File: src/rtl/fetch_pkg.sv
// Shared types and constants for the multi-cycle instruction fetch stage.
// FETCH_ALIGN_CHECK_EN adds the FAULT state used for misaligned fetch requests.
package fetch_pkg;

`ifdef FETCH_ALIGN_CHECK_EN
    typedef enum logic [2:0] {
        ST_IDLE  = 3'd0,
        ST_ISSUE = 3'd1,
        ST_WAIT  = 3'd2,
        ST_DONE  = 3'd3,
        ST_FAULT = 3'd4
    } fetch_state_t;
`else
    typedef enum logic [2:0] {
        ST_IDLE  = 3'd0,
        ST_ISSUE = 3'd1,
        ST_WAIT  = 3'd2,
        ST_DONE  = 3'd3
    } fetch_state_t;
`endif

    localparam int OPCODE_MSB  = 31;
    localparam int OPCODE_LSB  = 26;
    localparam int RS_MSB      = 25;
    localparam int RS_LSB      = 21;
    localparam int RT_MSB      = 20;
    localparam int RT_LSB      = 16;
    localparam int RD_MSB      = 15;
    localparam int RD_LSB      = 11;
    localparam int SHAMT_MSB   = 10;
    localparam int SHAMT_LSB   = 6;
    localparam int FUNCT_MSB   = 5;
    localparam int FUNCT_LSB   = 0;
    localparam int IMM_MSB     = 15;
    localparam int IMM_LSB     = 0;
    localparam int JTARGET_MSB = 25;
    localparam int JTARGET_LSB = 0;

    localparam int          WAIT_CNT_W       = 4;
    localparam logic [31:0] DEFAULT_RESET_PC = 32'h0000_0000;
    localparam logic [31:0] PC_INCR          = 32'd4;

endpackage

File: src/rtl/instr_field_split.sv
// Combinational slicing of an instruction word into its decode fields.
// Shared between the fetch stage and downstream decode logic.
module instr_field_split
    import fetch_pkg::*;
(
    input  logic [31:0] instr,
    output logic [5:0]  opcode,
    output logic [4:0]  rs,
    output logic [4:0]  rt,
    output logic [4:0]  rd,
    output logic [4:0]  shamt,
    output logic [5:0]  funct,
    output logic [15:0] imm16,
    output logic [25:0] jtarget
);

    assign opcode  = instr[OPCODE_MSB:OPCODE_LSB];
    assign rs      = instr[RS_MSB:RS_LSB];
    assign rt      = instr[RT_MSB:RT_LSB];
    assign rd      = instr[RD_MSB:RD_LSB];
    assign shamt   = instr[SHAMT_MSB:SHAMT_LSB];
    assign funct   = instr[FUNCT_MSB:FUNCT_LSB];
    assign imm16   = instr[IMM_MSB:IMM_LSB];
    assign jtarget = instr[JTARGET_MSB:JTARGET_LSB];

endmodule

File: src/rtl/instr_fetch_unit.sv
// Multi-cycle fetch stage: owns the PC, reads instruction memory with fixed latency, holds the IR.
// FETCH_ALIGN_CHECK_EN enables the sticky FAULT state for fetches from a misaligned PC.
module instr_fetch_unit
    import fetch_pkg::*;
#(
    parameter int unsigned MEM_LATENCY = 2,
    parameter logic [31:0] RESET_PC    = DEFAULT_RESET_PC
) (
    input  logic        clk,
    input  logic        reset,
    input  logic        fetch_start,
    input  logic        pc_load,
    input  logic [31:0] pc_next,
    input  logic [31:0] mem_rdata,
    output logic        mem_rd,
    output logic [31:0] mem_addr,
    output logic [31:0] pc,
    output logic [31:0] instr,
    output logic [5:0]  opcode,
    output logic [4:0]  rs,
    output logic [4:0]  rt,
    output logic [4:0]  rd,
    output logic [4:0]  shamt,
    output logic [5:0]  funct,
    output logic [15:0] imm16,
    output logic [25:0] jtarget,
    output logic        busy,
    output logic        fetch_done,
    output logic        misaligned
);

    localparam logic [WAIT_CNT_W-1:0] CNT_LOAD = WAIT_CNT_W'(MEM_LATENCY - 1);

    fetch_state_t          state, state_next;
    logic [WAIT_CNT_W-1:0] wait_cnt, wait_cnt_next;
    logic [31:0]           pc_new, instr_new;
    logic                  capture;

    always_ff @(posedge clk or posedge reset) begin
        if (reset) begin
            state    <= ST_IDLE;
            wait_cnt <= '0;
            pc       <= RESET_PC;
            instr    <= '0;
        end else begin
            state    <= state_next;
            wait_cnt <= wait_cnt_next;
            pc       <= pc_new;
            instr    <= instr_new;
        end
    end

    always_comb begin
        state_next    = state;
        wait_cnt_next = wait_cnt;
        pc_new        = pc;
        instr_new     = instr;
        capture       = 1'b0;
        case (state)
            ST_IDLE: begin
                if (pc_load) begin
                    pc_new = pc_next;
                end
                if (fetch_start) begin
                    state_next = ST_ISSUE;
`ifdef FETCH_ALIGN_CHECK_EN
                    // Alignment is judged on the PC the fetch would actually use.
                    if (pc_new[1:0] != 2'b00) begin
                        state_next = ST_FAULT;
                    end
`endif
                end
            end
            ST_ISSUE: begin
                wait_cnt_next = CNT_LOAD;
                if (MEM_LATENCY == 1) begin
                    capture    = 1'b1;
                    state_next = ST_DONE;
                end else begin
                    state_next = ST_WAIT;
                end
            end
            ST_WAIT: begin
                wait_cnt_next = wait_cnt - 1'b1;
                if (wait_cnt <= 1) begin
                    capture    = 1'b1;
                    state_next = ST_DONE;
                end
            end
            ST_DONE: begin
                if (pc_load) begin
                    pc_new = pc_next;
                end
                state_next = ST_IDLE;
            end
`ifdef FETCH_ALIGN_CHECK_EN
            ST_FAULT: begin
                state_next = ST_FAULT;
            end
`endif
            default: begin
                state_next = ST_IDLE;
            end
        endcase
        if (capture) begin
            instr_new = mem_rdata;
            pc_new    = pc + PC_INCR;
        end
    end

    assign mem_rd     = (state == ST_ISSUE) || (state == ST_WAIT);
    assign busy       = mem_rd;
    assign fetch_done = (state == ST_DONE);
    assign mem_addr   = {pc[31:2], 2'b00};

`ifdef FETCH_ALIGN_CHECK_EN
    assign misaligned = (state == ST_FAULT);
`else
    assign misaligned = 1'b0;
`endif

    instr_field_split u_field_split (
        .instr   (instr),
        .opcode  (opcode),
        .rs      (rs),
        .rt      (rt),
        .rd      (rd),
        .shamt   (shamt),
        .funct   (funct),
        .imm16   (imm16),
        .jtarget (jtarget)
    );

endmodule

File: config.mk
export PLATFORM = sky130hd
export DESIGN_NAME = instr_fetch_unit
export DESIGN_NICKNAME = d
export VERILOG_FILES = /design/src/rtl/fetch_pkg.sv /design/src/rtl/instr_field_split.sv /design/src/rtl/instr_fetch_unit.sv
export SDC_FILE = /design/constraint.sdc
export NUM_CORES = 1
export LEC_CHECK = 0
export CORE_MARGIN = 4
export CORE_UTILIZATION = 45
export DETAILED_ROUTE_END_ITERATION = 7
export DONT_BUFFER_PORTS = 1
export PLACE_DENSITY = 0.58
export SETUP_SLACK_MARGIN = 0.1
export SLEW_MARGIN = 20
export SYNTH_ARGS = -nofsm -noshare
export SYNTH_HDL_FRONTEND = slang
export SYNTH_SLANG_ARGS = --single-unit
File: constraint.sdc
create_clock -name clk -period 1.75 [get_ports clk]
set_input_delay 0.175 -clock clk [delete_from_list [all_inputs] [get_ports clk]]
set_output_delay 0.175 -clock clk [all_outputs]
set_load 0.01 [all_outputs]
### Word level (Yosys, flattened, before mapping)

Index checks and enable logic that the tools add are counted.

* add/subtract/negate cells: 2
* reductions and logical operators: 8
* multiplexer cells: 9
* eq/ne operators: 5
* magnitude comparators: 1

Operators by type and width (count)
* $mux W32: 3
* $add A32 B3 Y32 const B: 1
* $pmux W3 S3: 1
* $pmux W4 S2: 1
* $eq A3 B2 Y1 const B: 2
* $mux W3: 2
* $reduce_bool A2 Y1: 3
* $le A4 B1 Y1 const B: 1
* $ne A2 B2 Y1 const B: 2
* $reduce_and A2 Y1: 2
* $sub A4 B1 Y4 const B: 1
* $eq A3 B1 Y1 const B: 1
* $logic_not A3 Y1: 1
* $mux W1: 2
* $reduce_or A2 Y1: 1
* $logic_or A1 B1 Y1: 1

* bits of input ports: 68
* output and inout port bits: 174
* bits in registers: 71
* word-level logic and storage cells: 29

### Depth between registers and ports, before layout

* word-level depth: 5
* mapped depth: 9
* gate-level depth less buffers: 7

### By module

From an unflattened synthesis, not the netlist that was laid out.

* cells, all modules: 519
* area total of the unflattened synthesis: 4403.0 um^2

Modules (own cells, without submodules)
* instr_fetch_unit: sequential area each 1751.7 um^2, times used 1, cells each 445, area an instance 3847.4 um^2
* instr_field_split: sequential area each 0.0 um^2, times used 1, cells each 74, area an instance 555.5 um^2

### Worst setup path before layout

No wires, ideal clock.

* path kind: flip-flop to flip-flop
* start: register state[0]
* end: register pc[8]
* buffers on the path: 0
* clock period less this slack: 1.966 ns
* required time: 1.609 ns
* setup time: 0.141 ns
* arrival time: 1.825 ns
* cell stages (with the launch flop): 8
* setup slack: -0.216 ns
* path through: dfrtp_1 > inv_1 > ha_1 > clkinv_2 > or3_4 > or3_4 > o211ai_2 > o311ai_2

* word-level cells in the longest chain between the ends: 4
* elaborated cells between the ends (all ways): 9
* those cells by class: eq/ne: 2; mux: 2; reduce/logical: 5

Ends and longest elaborated chain
* start: declaration: line instr_fetch_unit.sv:34 `fetch_state_t state, state_next;`
* start signal: assignment: line instr_fetch_unit.sv:46 `state <= state_next;`
* $eq A3 B2 Y1 / $logic_not A3 Y1 (equally long branches): line instr_fetch_unit.sv:59 `case (state)`
* $mux W1 / $reduce_or A2 Y1 (equally long branches)
* $reduce_bool A2 Y1 (no line)
* $reduce_and A2 Y1 (no line)
* end signal: assignment: line instr_fetch_unit.sv:48 `pc <= pc_new;`
* end: declaration: line instr_fetch_unit.sv:17 `output logic [31:0] pc,`

Several ways; a longest one is shown, not always the timed one.
A chain may end at the register's enable or synchronous reset.

### Final worst setup path

* start: register wait_cnt[0]
* end: register pc[6]

* word-level cells in the longest chain between the ends: 5
* elaborated cells between the ends (all ways): 7
* those cells by class: order compare: 1; mux: 3; reduce/logical: 3

Ends and longest elaborated chain
* start: declaration: line instr_fetch_unit.sv:35 `logic [WAIT_CNT_W-1:0] wait_cnt, wait_cnt_next;`
* start signal: assignment: line instr_fetch_unit.sv:47 `wait_cnt <= wait_cnt_next;`
* $le A4 B1 Y1 *: line instr_fetch_unit.sv:85 `if (wait_cnt <= 1) begin`
* $mux W1 *: line instr_fetch_unit.sv:85
* $mux W1 *: line instr_fetch_unit.sv:59
* $reduce_bool A2 Y1 (no line)
* $reduce_and A2 Y1 (no line)

Mark *: on every way between the ends. The rest lies on a longest branch, timed or not.

==> out/results.ini <==
[synthesis]
synth-edff-count = 0
synth_top_family_by_area = simple AND/OR/NAND/NOR gates
synth-compound-area-share_pct = 11.5
synth-async-reset-ratio_pct = 100
ys_seq_elements = 70
synth-xor-area-share_pct = 0.797
synth_top_flop_cell = dfrtp_1
yosys.area_share.simple_pct = 23.5
avgSynthCellArea_um2 = 8.60
synth.mux.area_fraction_pct = 0.256
synthCells = 511
synth.yosys.warnings = 0
synth-seq-area-share_pct = 39.8
synthAdderAreaFrac_pct = 1.71
synth_area_um2 = 4400
synth.distinct_cells = 54

[global_route]
grt_overflow = 0
gr-usage-all-layers_pct = 20.8
antenna_found_initial = 1
first_global_vias = 3713
grt_max_degree = 28
grt_pass1_wl_um = 18800

[critical_path]
slowest_delay_ps = 450
crit_chain = inv_2 > ha_4 > nor2_4 > or3_4 > or3_4 > buf_4 > nand3_2 > o211ai_1
crit_family = simple AND/OR/NAND/NOR gates
path_buf_inv = 2
cp.arrival_ps = 2130
cp_max_fo = 6
crit_path_start_kind = flip-flop
cp.required_ps = 1990
critPathMostFrequentCell = or3_4
cp_slowest_cell = dfrtp_2
critPathCaptureType = flip-flop
path_class = flip-flop to flip-flop

[finish]
fin_cells = 680
area_growth_pct = 32.5
layout.cells.most_common = nand2_1
drive_gt1_share_pct = 37.5
nets = 619
fin_area_um2 = 5820
fin_util_pct = 62.1
final_cell_mix = 112 x nand2_1, 65 x buf_4, 64 x dfrtp_1

[timing]
finalHoldViolations = 0
setup-tns-final_ps = -1610
slew_headroom_pct = 64.1
max_slew.worst_pin.slew_ps = 538
rsz0062_at_grt = true
timing.final.crit_share_pct = 108
fmax_ghz = 0.527
drv_slew = 0
finalClockSkew_ps = 10.2
setup_viol = 26
layout_min_cycle_time_ps = 1900
worst_slack_ps = -146

[route]
viasPerCell = 5.37
wl_um = 12500
drt_iter0_drc = 218
antenna_left = 0
via_count = 3652
wl_per_cell_um = 18.4
dr.pass1.iters = 4
drc = 0

[clock_tree]
clock_path_buffers = 2
root_buffer = clkbuf_8
clock_latency_ps = 360
cts_made_buffers = 9
cts_tree = yes
cts.sinks = 70
htree_levels = 3
clk_pin_slew_ps = 90

[placed_design]
placed_area_um2 = 4280
place_ws_ps = -170
portBuffers = 0
dpl.hpwl_um = 8110
gp_congestion = 0.797
dp_cells = 580

[floorplan]
initial_core_util_pct = 46.9
die_x_um = 107
die_y_um = 107
num_rows = 35
core_region_area_um2 = 9370
dieArea_um2 = 11400
num_io_pins = 242

[run_status]
violations = setup timing
run_status = complete, but fails checks

[hold_path]
hold_path.class = primary input to flip-flop

[pwr]
p_leak_nw = 2.60
ir_drop_mv = 0.875
power_per_cell_area_nw_per_um2 = 2180

[job]
maxCapViolCount = 0

[routing by layer]
layer | vias up | GRT usage (%) | wire [µm] | part of all wire [%]
met2 | 185 | 38.3 | 6510 | 52
met1 | 1762 | 22.6 | 4750 | 38
met5 | - | 0 | 0 | 0
li1 | 1682 | - | - | -
met4 | 0 | 6.76 | 254 | 2.0
met3 | 23 | 6.38 | 987 | 7.9
[cell type report]
class	count	area, µm²
diodes	1	2.50
clock buffers	9	124
clock inverters	7	145
fillers	756	3550
inverters	12	53.8
multi-input cells	301	2050
flip-flops and latches	70	1760
well taps	129	161
repair buffers	151	1530
[worst reg2reg max path, stage by stage, from the launching register on]
cell      delay (ps)
dfrtp_2          450
inv_2             80
ha_4             150
nor2_4            40
or3_4            390
or3_4            380
buf_4            150
nand3_2           60
o211ai_1          80
[logic make-up after synthesis]
family	after synthesis
fa+ha+maj	6
mux	1
xor+xnor	4
buf+inv	142
compound gates	73
other cells	1
simple gates	214
flops	70
[per-stage QoR]
step           hold WS [ps]  power (mW)
6_report               9.84        12.7
3_3_place_gp            116        8.87
3_5_place_dp            118        9.02
4_1_cts                6.54        11.4
5_1_grt                4.08        13.6
2_1_floorplan           280        8.81
[cells in the mapped netlist (3+ instances only)]
cell type,instances,share of area (%)
clkbuf_1,4,0.34
dfrtp_1,70,40
a31oi_1,3,0.43
o21ai_1,3,0.34
nand3_1,16,1.8
and3_1,7,1.0
nand4_1,14,2.0
ha_1,6,1.7
nor3_1,4,0.46
buf_4,110,19
o211ai_1,6,1.0
o21ai_0,9,1.0
inv_1,11,0.94
a211oi_1,6,1.0
buf_2,14,1.6
nand2_1,132,11
a21oi_1,18,2.0
o221a_2,3,0.77
or3_4,3,0.77
o22ai_1,8,1.1
and2_1,3,0.43
nor2_1,18,1.5
[worst paths after layout]
| kind | cells after the start | end | from | slack (ps) |
|---|---|---|---|---|
| worst max-delay path | 8 | pc[6] | wait_cnt[0] | -150 |
| worst min-delay path | 1 | pc[23] | pc_next[23] | 10 |
| worst max register to register | 8 | pc[6] | wait_cnt[0] | -150 |
| worst min register to register | 2 | pc[0] | pc[0] | 570 |
| max in group asynchronous | 3 | pc[16] | reset | 870 |
| min in group asynchronous | 2 | pc[1] | reset | 350 |
[registers in the layout, summed over array words and instances, names as in the netlist]
signal,count
wait_cnt,4
state,2
instr,32
pc,32
[power breakdown]
part / switching [mW] / internal (mW) / leakage [nW]
Clock: 0.683 / 1.10 / 0.130
Combinational: 3.59 / 3.35 / 1.64
Sequential: 1.59 / 2.39 / 0.823
[repair_timing]
| action | in CTS | in global routing |
|---|---|---|
| resized for setup | 20 | 87 |
| setup endpoints to repair | 42 | 57 |
| pin swaps | 2 | 37 |
| endpoints found under the hold margin | 70 | 2 |
| buffers inserted | 3 | 22 |
| hold buffers | 52 | 2 |
| gates cloned | 2 | 2 |
Power figures use the tool's default switching activity.
